File: config.mk
export PLATFORM = sky130hd
export DESIGN_NAME = dp_control_seq_flat
export DESIGN_NICKNAME = d
export VERILOG_FILES = /design/src/rtl/dp_control_seq_pkg.sv /design/src/rtl/dp_control_seq_if.sv /design/src/rtl/dp_control_seq_decoder.sv /design/src/rtl/dp_control_seq.sv /design/src/flat_wrapper.sv
export SDC_FILE = /design/constraint.sdc
export NUM_CORES = 1
export LEC_CHECK = 0
export ABC_AREA = 0
export BUFFER_PORTS_ARGS = -buffer_cell sky130_fd_sc_hd__buf_2
export CAP_MARGIN = 20
export CORE_AREA = 3 3 67 69
export CTS_BUF_LIST = sky130_fd_sc_hd__clkbuf_4 sky130_fd_sc_hd__clkbuf_8
export CTS_CLUSTER_DIAMETER = 60
export DETAILED_ROUTE_END_ITERATION = 12
export DIE_AREA = 0 0 70 72
export GPL_TIMING_DRIVEN = 0
export PLACE_DENSITY_LB_ADDON = 0.08
export SYNTH_ARGS = -nofsm -noshare
export SYNTH_HDL_FRONTEND = slang
export SYNTH_SLANG_ARGS = --single-unit
File: constraint.sdc
create_clock -name CLK -period 1.7 [get_ports CLK]
set_input_delay 0.17 -clock CLK [delete_from_list [all_inputs] [get_ports CLK]]
set_output_delay 0.17 -clock CLK [all_outputs]
set_load 0.03 [all_outputs]
File: src/rtl/dp_control_seq_pkg.sv
// Shared constants for the datapath control sequencer: opcodes,
// function-unit select codes and the sequencer state encoding.
package dp_ctrl_pkg;

    localparam logic [3:0] OP_MOVA = 4'h0;
    localparam logic [3:0] OP_INC  = 4'h1;
    localparam logic [3:0] OP_ADD  = 4'h2;
    localparam logic [3:0] OP_SUB  = 4'h3;
    localparam logic [3:0] OP_AND  = 4'h4;
    localparam logic [3:0] OP_OR   = 4'h5;
    localparam logic [3:0] OP_XOR  = 4'h6;
    localparam logic [3:0] OP_NOT  = 4'h7;
    localparam logic [3:0] OP_ADI  = 4'h8;
    localparam logic [3:0] OP_LD   = 4'h9;
    localparam logic [3:0] OP_ST   = 4'hA;
    localparam logic [3:0] OP_BRZ  = 4'hB;
    localparam logic [3:0] OP_BRN  = 4'hC;
    localparam logic [3:0] OP_JMP  = 4'hD;
    localparam logic [3:0] OP_NOP  = 4'hE;
    localparam logic [3:0] OP_HLT  = 4'hF;

    localparam logic [3:0] FS_MOVA = 4'h0;
    localparam logic [3:0] FS_INC  = 4'h1;
    localparam logic [3:0] FS_ADD  = 4'h2;
    localparam logic [3:0] FS_SUB  = 4'h3;
    localparam logic [3:0] FS_AND  = 4'h4;
    localparam logic [3:0] FS_OR   = 4'h5;
    localparam logic [3:0] FS_XOR  = 4'h6;
    localparam logic [3:0] FS_NOT  = 4'h7;

    typedef enum logic [1:0] {
        S_FETCH = 2'b00,
        S_EXEC  = 2'b01,
        S_HALT  = 2'b10
    } state_t;

endpackage

File: src/rtl/dp_control_seq_if.sv
// Instruction fetch channel: request/valid handshake plus the fetch address.
interface dp_control_seq_if #(
    parameter int PC_W = 8
);
    logic [15:0]     IR_DATA;
    logic            IR_VALID;
    logic            IR_REQ;
    logic [PC_W-1:0] PC;

    modport master (
        input  IR_DATA,
        input  IR_VALID,
        output IR_REQ,
        output PC
    );

    modport slave (
        output IR_DATA,
        output IR_VALID,
        input  IR_REQ,
        input  PC
    );
endinterface

File: src/rtl/dp_control_seq_decoder.sv
// Combinational instruction decoder. RW/MW are raw; the sequencer gates them
// so that writes only happen during the execute cycle.
module dp_instr_decoder
    import dp_ctrl_pkg::*;
#(
    parameter int IMM_W = 3
) (
    input  logic [15:0] ir_i,
    output logic [2:0]  aa_o,
    output logic [2:0]  ba_o,
    output logic [2:0]  da_o,
    output logic [3:0]  fs_o,
    output logic        mb_o,
    output logic        md_o,
    output logic        rw_o,
    output logic        mw_o,
    output logic        is_brz_o,
    output logic        is_brn_o,
    output logic        is_jmp_o,
    output logic        is_hlt_o,
    output logic [15:0] const_o
);

    logic [3:0] op_s;

    assign op_s    = ir_i[15:12];
    assign da_o    = ir_i[8:6];
    assign aa_o    = ir_i[5:3];
    assign ba_o    = ir_i[2:0];
    assign const_o = {{(16-IMM_W){1'b0}}, ir_i[IMM_W-1:0]};

    // Opcode to control-word mapping
    always_comb begin
        fs_o     = FS_MOVA;
        mb_o     = 1'b0;
        md_o     = 1'b0;
        rw_o     = 1'b0;
        mw_o     = 1'b0;
        is_brz_o = 1'b0;
        is_brn_o = 1'b0;
        is_jmp_o = 1'b0;
        is_hlt_o = 1'b0;
        case (op_s)
            OP_MOVA, OP_INC, OP_ADD, OP_SUB,
            OP_AND, OP_OR, OP_XOR, OP_NOT: begin
                // ALU opcodes share their encoding with the FS code
                fs_o = op_s;
                rw_o = 1'b1;
            end
            OP_ADI: begin
                fs_o = FS_ADD;
                mb_o = 1'b1;
                rw_o = 1'b1;
            end
            OP_LD: begin
                md_o = 1'b1;
                rw_o = 1'b1;
            end
            OP_ST:   mw_o     = 1'b1;
            OP_BRZ:  is_brz_o = 1'b1;
            OP_BRN:  is_brn_o = 1'b1;
            OP_JMP:  is_jmp_o = 1'b1;
            OP_NOP:  fs_o     = FS_MOVA;
            OP_HLT:  is_hlt_o = 1'b1;
            default: fs_o     = FS_MOVA;
        endcase
    end

endmodule

File: src/rtl/dp_control_seq.sv
// Fetch/execute control sequencer for the simple datapath: owns PC and IR,
// issues one register-file transaction per instruction, handles branch/jump/halt.
module dp_control_seq
    import dp_ctrl_pkg::*;
#(
    parameter int PC_W  = 8,
    parameter int IMM_W = 3
) (
    input  logic                CLK,
    input  logic                RESET,
    dp_control_seq_if.master    fetch,
    input  logic [PC_W-1:0]     A_DATA,
    input  logic                Z,
    input  logic                N,
    output logic [2:0]          AA,
    output logic [2:0]          BA,
    output logic [2:0]          DA,
    output logic                RW,
    output logic                MW,
    output logic                MB,
    output logic                MD,
    output logic [3:0]          FS,
    output logic [15:0]         CONST_OUT,
    output logic                HALTED
);

    state_t          state_q, state_d;
    logic [PC_W-1:0] pc_q, pc_d;
    logic [15:0]     ir_q, ir_d;

    logic [3:0]      dec_fs_s;
    logic            dec_mb_s, dec_md_s, dec_rw_s, dec_mw_s;
    logic            is_brz_s, is_brn_s, is_jmp_s, is_hlt_s;
    logic [PC_W-1:0] pc_inc_s, pc_br_s;
    logic [5:0]      br_off_s;
    logic            ir_req_s;

    dp_instr_decoder #(.IMM_W(IMM_W)) u_dec (
        .ir_i     (ir_q),
        .aa_o     (AA),
        .ba_o     (BA),
        .da_o     (DA),
        .fs_o     (dec_fs_s),
        .mb_o     (dec_mb_s),
        .md_o     (dec_md_s),
        .rw_o     (dec_rw_s),
        .mw_o     (dec_mw_s),
        .is_brz_o (is_brz_s),
        .is_brn_o (is_brn_s),
        .is_jmp_o (is_jmp_s),
        .is_hlt_o (is_hlt_s),
        .const_o  (CONST_OUT)
    );

    // Branch displacement is the signed 6-bit {DR,SB}; PC math wraps silently
    assign br_off_s = {ir_q[8:6], ir_q[2:0]};
    assign pc_inc_s = pc_q + {{(PC_W-1){1'b0}}, 1'b1};
    assign pc_br_s  = pc_q + {{(PC_W-6){br_off_s[5]}}, br_off_s};

    assign fetch.IR_REQ = ir_req_s;
    assign fetch.PC     = pc_q;

    // State, PC and IR registers
    always_ff @(posedge CLK) begin
        if (RESET) begin
            state_q <= S_FETCH;
            pc_q    <= {PC_W{1'b0}};
            ir_q    <= 16'h0000;
        end else begin
            state_q <= state_d;
            pc_q    <= pc_d;
            ir_q    <= ir_d;
        end
    end

    // Next-state, PC update and gated control outputs
    always_comb begin
        state_d  = state_q;
        pc_d     = pc_q;
        ir_d     = ir_q;
        ir_req_s = 1'b0;
        RW       = 1'b0;
        MW       = 1'b0;
        MB       = 1'b0;
        MD       = 1'b0;
        FS       = FS_MOVA;
        HALTED   = 1'b0;
        case (state_q)
            S_FETCH: begin
                ir_req_s = 1'b1;
                if (fetch.IR_VALID) begin
                    ir_d    = fetch.IR_DATA;
                    state_d = S_EXEC;
                end else begin
                    state_d = S_FETCH;
                end
            end
            S_EXEC: begin
                RW = dec_rw_s;
                MW = dec_mw_s;
                MB = dec_mb_s;
                MD = dec_md_s;
                FS = dec_fs_s;
                if (is_hlt_s) begin
                    state_d = S_HALT;
                end else if (is_jmp_s) begin
                    pc_d    = A_DATA;
                    state_d = S_FETCH;
                end else if (is_brz_s) begin
                    pc_d    = Z ? pc_br_s : pc_inc_s;
                    state_d = S_FETCH;
                end else if (is_brn_s) begin
                    pc_d    = N ? pc_br_s : pc_inc_s;
                    state_d = S_FETCH;
                end else begin
                    pc_d    = pc_inc_s;
                    state_d = S_FETCH;
                end
            end
            S_HALT: begin
                HALTED  = 1'b1;
                state_d = S_HALT;
            end
            default: state_d = S_FETCH;
        endcase
    end

endmodule

File: src/flat_wrapper.sv
// flat-port wrapper written by rule: the top's interface ports become plain ports
module dp_control_seq_flat import dp_ctrl_pkg::*;
#(
    parameter int PC_W  = 8,
    parameter int IMM_W = 3
)
  (CLK, RESET, A_DATA, Z, N, AA, BA, DA, RW, MW, MB, MD, FS, CONST_OUT, HALTED, fetch_IR_DATA, fetch_IR_VALID, fetch_IR_REQ, fetch_PC);
  dp_control_seq_if #(.PC_W(PC_W)) fetch_i ();
  input  logic CLK;
  input  logic RESET;
  input  logic [PC_W-1:0] A_DATA;
  input  logic Z;
  input  logic N;
  output logic [2:0] AA;
  output logic [2:0] BA;
  output logic [2:0] DA;
  output logic RW;
  output logic MW;
  output logic MB;
  output logic MD;
  output logic [3:0] FS;
  output logic [15:0] CONST_OUT;
  output logic HALTED;
  input wire logic [$bits(fetch_i.IR_DATA)-1:0] fetch_IR_DATA;
  input wire logic [$bits(fetch_i.IR_VALID)-1:0] fetch_IR_VALID;
  output wire logic [$bits(fetch_i.IR_REQ)-1:0] fetch_IR_REQ;
  output wire logic [$bits(fetch_i.PC)-1:0] fetch_PC;
  assign fetch_i.IR_DATA = fetch_IR_DATA;
  assign fetch_i.IR_VALID = fetch_IR_VALID;
  assign fetch_IR_REQ = fetch_i.IR_REQ;
  assign fetch_PC = fetch_i.PC;
  dp_control_seq #(.PC_W(PC_W), .IMM_W(IMM_W)) u_core (.CLK(CLK), .RESET(RESET), .fetch(fetch_i), .A_DATA(A_DATA), .Z(Z), .N(N), .AA(AA), .BA(BA), .DA(DA), .RW(RW), .MW(MW), .MB(MB), .MD(MD), .FS(FS), .CONST_OUT(CONST_OUT), .HALTED(HALTED));
endmodule
* Word-level counts from Yosys, hierarchy flattened
Cells that the tools add are included.
** Word-level totals
- Register bits after elaboration :: 26
- Input bits :: 29
- Output and inout port bits :: 43
- Word-level logic and storage cells :: 52
** Operators by class
- Add/subtract/negate cells :: 2
- Equality and inequality tests :: 16
- Mux-type cells :: 24
- Bitwise operators :: 1
- Reduce and logical (&&, ||, !) cells :: 6
** Operators by type and width (count)
- two-way mux 8 bit :: 5
- == test 4 bit, second input constant :: 7
- == test 4 x 3 -> 1 bit, second input constant :: 4
- two-way mux 1 bit :: 15
- OR reduction 10 bit :: 1
- adder 8 x 1 -> 8 bit, second input constant :: 1
- adder 8 bit :: 1
- == test 4 x 2 -> 1 bit, second input constant :: 2
- case mux 4 bit (2 select lines) :: 1
- OR reduction 8 bit :: 1
- case mux 2 bit (3 select lines) :: 1
- == test 4 x 1 -> 1 bit, second input constant :: 1
- zero test 4 bit :: 1
- two-way mux 4 bit :: 1
- AND reduction 2 bit :: 2
- == test 2 x 1 -> 1 bit, second input constant :: 1
- == test 2 bit, second input constant :: 1
- zero test 2 bit :: 1
- two-way mux 2 bit :: 1
- NOT 1 bit :: 1

* Longest topological paths before layout
- Depth after elaboration :: 5
- Mapped depth :: 8

* Cells and area by module
From an unflattened synthesis, not the netlist that was laid out.
** Unflattened totals
- Cell total of the unflattened synthesis :: 262
- Area total of the unflattened synthesis :: 1969.4 um^2
** Modules (own cells, without submodules)
- dp_control_seq :: instances 1, cells each 219, area an instance 1676.6 um^2, sequential area each 520.5 um^2
- dp_instr_decoder :: instances 1, cells each 43, area an instance 292.8 um^2, sequential area each 0.0 um^2

* Worst setup path after synthesis
OpenSTA, ideal clock, no wires.
- Kind :: register to register
- Start :: reg u_core.pc_q[0], in the netlist u_core.fetch.PC[0]
- End :: reg u_core.pc_q[6], in the netlist u_core.fetch.PC[6]
- Data arrival time :: 1.952 ns
- Data required time :: 1.570 ns
- Setup slack :: -0.382 ns
- Cell stages (with the launch flop) :: 9
- Path buffers :: 0
- Period minus slack after synthesis :: 2.082 ns
- Path through :: dfxtp_1 ha_1 inv_1 fa_1 nor2b_1 o221ai_1 a21oi_1 mux2i_1 o22ai_1
** On the way
- Word-level cells in the longest chain between the ends :: 5
- Elaborated cells on any way between the ends :: 7
** Ends and longest elaborated chain
- start: declaration :: RTL line dp_control_seq.sv:28 : logic [PC_W-1:0] pc_q, pc_d;
- start signal: assignment :: RTL line dp_control_seq.sv:67 : pc_q <= {PC_W{1'b0}};
- start signal: assignment :: RTL line dp_control_seq.sv:71 : pc_q <= pc_d;
- adder 8 x 1 -> 8 bit or adder 8 bit (tied branches) :: RTL line dp_control_seq.sv:57, dp_control_seq.sv:58
- two-way mux 8 bit :: RTL line dp_control_seq.sv:113 : pc_d = N ? pc_br_s : pc_inc_s;
- two-way mux 8 bit :: RTL line dp_control_seq.sv:112 : end else if (is_brn_s) begin
- two-way mux 8 bit (*) :: RTL line dp_control_seq.sv:109 : end else if (is_brz_s) begin
- two-way mux 8 bit (*) :: RTL line dp_control_seq.sv:106 : end else if (is_jmp_s) begin
Mark *: on every way between the ends. The rest lies on a longest branch, timed or not.
A chain may end at the register's enable or synchronous reset.

* Final worst setup path
- Start :: reg u_core.pc_q[0], in the netlist u_core.fetch.PC[0]
- End :: reg u_core.pc_q[4], in the netlist u_core.fetch.PC[4]
The elaborated chain is that of the path after synthesis.

==> out/summary.txt <==
Compound-gate portion of the synthesized area -> 18.48%
Worst-path cell chain -> ha_4, inv_2, fa_2, nor2b_4, o22ai_1, xnor2_1, a21oi_1, nor4_1
Top cells by count, synth -> nand2_1, buf_4, dfxtp_1, a21oi_1, nor2_1
Die width -> 70 um
#FFs+latches synth -> 23
GPL Wtd Cong -> 0.8173
Initial antenna violation count -> 0
Clock power frac -> 25.9%
Crit path arrival time -> 1.93 ns
Net Switching -> 0.4906 mW
Final ANT Viol Nets -> 0
HPWL Detailed -> 3302 um
Setup CP Type -> flop to flop
Combinational share of power -> 32.2%
Vias in the first global route -> 1569
Combinational family with the most area after synthesis -> simple AND/OR/NAND/NOR gates
Post-Route Utilization -> 62.60%
Rows -> 23
Cell Int Power -> 0.9477 mW
Most common cell in the synthesized netlist -> nand2_1
Pre-CTS WS -> -0.1950 ns
RSZ-0062 raised after global routing -> true
Adder-Cell Fraction of Synth Area -> 6.931%
Async SR Flop Fraction -> 0%
Initial core utilization -> 43.64%
Final net count -> 347
R2r startpoint -> u_core.fetch.PC[0]
Tightest Hold Check Type -> input port to flop
H-tree Lvls -> 1
Critical Path RT -> 1.86 ns
Max Slew Vio Count -> 0
Failing checks -> negative setup slack
Global-route wire length before repair -> 7389 um
Via count -> 1776
Dominant cell type by area after synthesis -> dfxtp_1
DRC Markers -> 0
Skew final -> 0.002732 ns
Synthesized cell area -> 1733 um^2
Drt via density -> 4.961
TritonCTS clock tree -> yes
Post-synthesis mux area share -> 1.733%
Total wire length -> 4598 um
Synth Area in XOR/XNOR -> 5.560%
Worst-Skew Late Latency -> 0.27 ns
Num CTS Buffers -> 3
Crit share post-route -> 104.0%
Post-synth EDFFs -> 0
Fmax -> 565.6 MHz
PortBufs -> 54
Max stage delay on crit path -> 0.38 ns
Largest cells by area after synthesis -> dfxtp_1, buf_4, nand2_1
P_leak -> 1.168 nW
Hold Slack -> 0.1174 ns
CP Max Fanout -> 3
Die area -> 5040 um^2
Switch share -> 34.11%
Final worst slack -> -0.06792 ns
Outcome -> complete, but fails checks
Simple-Gate Fraction of Synth Area -> 25.20%
Final instance count without filler cells -> 358
Antenna Cells -> 0
Pin count of the biggest net entering global routing -> 13
Synth top area share -> 26.57%
Syn Inst Count -> 224
Least-Margin Pin Slew -> 0.5692 ns
GRT Total Usage -> 18.04%
# hold bufs at CTS -> 0
Hold_sp -> fetch_IR_DATA[0]
Post-synth cell types -> 47
Final Hold Viols -> 0
Rel. slew slack -> 62.06%
Die height -> 72 um
CTS clock-pin slew for the worst setup and hold paths -> 0.09 ns
Routed WL per cell -> 12.84 um
Flop pwr share -> 41.9%
Worst vdd ir -> 0.4497 mV
IO Count -> 72
Register area share after synthesis -> 26.57%
Placed cells -> 341
Post-route minimum period -> 1.768 ns
Area growth, synth to finish -> 43.47%
Pre-Repair DR Iteration Count -> 4
Element type at the critical path end -> flop
Crit path from -> u_core.fetch.PC[0]
CP max-delay cell -> fa_2
Fraction of layout cells with a size suffix above 1 -> 48.05%
Clock tree root buffer cell -> clkbuf_8
Max Cap Violations -> 0
Setup TNS -> -0.1243 ns
Syn avg cell area -> 7.736 um^2
Cell Pwr Density -> 578.5 nW/um^2
Main synth FF type -> dfxtp_1
CP Launch Type -> flop
Yosys warnings -> 0
Core Area -> 3971 um^2
Number of setup violations in the final report -> 2
Sinks on Clock Net -> 23
Largest buffer count on any clock path -> 2
Grt total ovfl -> 0
Iteration-0 DRC Markers -> 100
cell families (layout without fill, tap and decap cells):
| kind of cell | count (synthesis) | in the layout |
|---|---|---|
| AND/OR/NAND/NOR | 86 | 86 |
| other | 1 | 14 |
| XOR/XNOR | 11 | 11 |
| multiplexers | 3 | 3 |
| AO/OA/AOI/OAI | 49 | 49 |
| adder cells (fa/ha/maj) | 9 | 9 |
| flip-flops | 23 | 23 |
| buffers and inverters | 42 | 113 |
path summary, 6_finish.rpt:
kind                        end  slack [ns]  depth (start not counted)
max          u_core.fetch.PC[4]       -0.07                          8
min              u_core.ir_q[0]        0.12                          3
max reg2reg  u_core.fetch.PC[4]       -0.07                          8
min reg2reg      u_core.ir_q[5]        0.46                          2
critical path, delay by kind of cell (launching register included):
kind	cells	cell delay, ns
compound gates	2	0.19
xor+xnor	1	0.14
fa+ha+maj	2	0.51
buf+inv	1	0.03
flops	1	0.37
simple gates	2	0.41
timing repair:
action	4_1_cts	5_1_grt
setup buffers	3	10
resized for setup	21	29
pin swaps	7	11
endpoints found under the setup margin	7	13
power by group through the flow:
stage | clock [mW] | sequential (mW) | combinational, mW
6_report | 0.373 | 0.602 | 0.463
3_5_place_dp | 0 | 0.618 | 0.393
4_1_cts | 0.388 | 0.604 | 0.421
2_1_floorplan | 0 | 0.626 | 0.282
3_3_place_gp | 0 | 0.618 | 0.391
5_1_grt | 0.409 | 0.608 | 0.503
cell type report:
class                   instances  area [um^2]
inverters                       6        25.02
clock buffers                   4        48.80
repair buffers                 67        377.9
fillers                       376         1485
well taps                      50        62.56
plain buffers                  36        257.7
multi-input cells             172         1221
flip-flops and latches         23        493.0
sequential cells by signal (all words and copies together) (netlist names):
register / flops
u_core.fetch.PC: 8
u_core.ir_q: 13
u_core.state_q: 2
placed cells by master, fill, tap and decap left out, drive strengths merged, types with 2 or more instances in the layout:
cell type / instances
o21ai: 7
a21oi: 22
o22ai: 3
nand2b: 5
a31oi: 3
xnor2: 8
nor2: 18
dfxtp: 23
buf: 96
nor3b: 2
mux2i: 3
nand3: 5
conb: 14
inv: 6
nor4: 2
nor2b: 4
nor3: 2
and4: 3
and3: 3
a211oi: 2
xor2: 3
ha: 8
o31ai: 2
o211ai: 2
clkbuf: 11
nand2: 34
or2: 2
metrics by stage:
| step | instance area (um^2) | total power, mW |
|---|---|---|
| global placement | 2156 | 1.008 |
| floorplan | 1823 | 0.9081 |
| global route | 2486 | 1.519 |
| finish | 2486 | 1.438 |
| detailed placement | 2156 | 1.011 |
| CTS | 2321 | 1.413 |
metal layers:
layer  vias to the layer above  track usage (%)  part of all wire (%)
met2                        60            30.12                    47
met1                       806            24.13                    45
li1                        905                -                     -
met4                         0            3.830                  0.78
met5                         -                0                     0
met3                         5            3.878                   7.1
No activity file was read; power rests on OpenSTA's default activity.
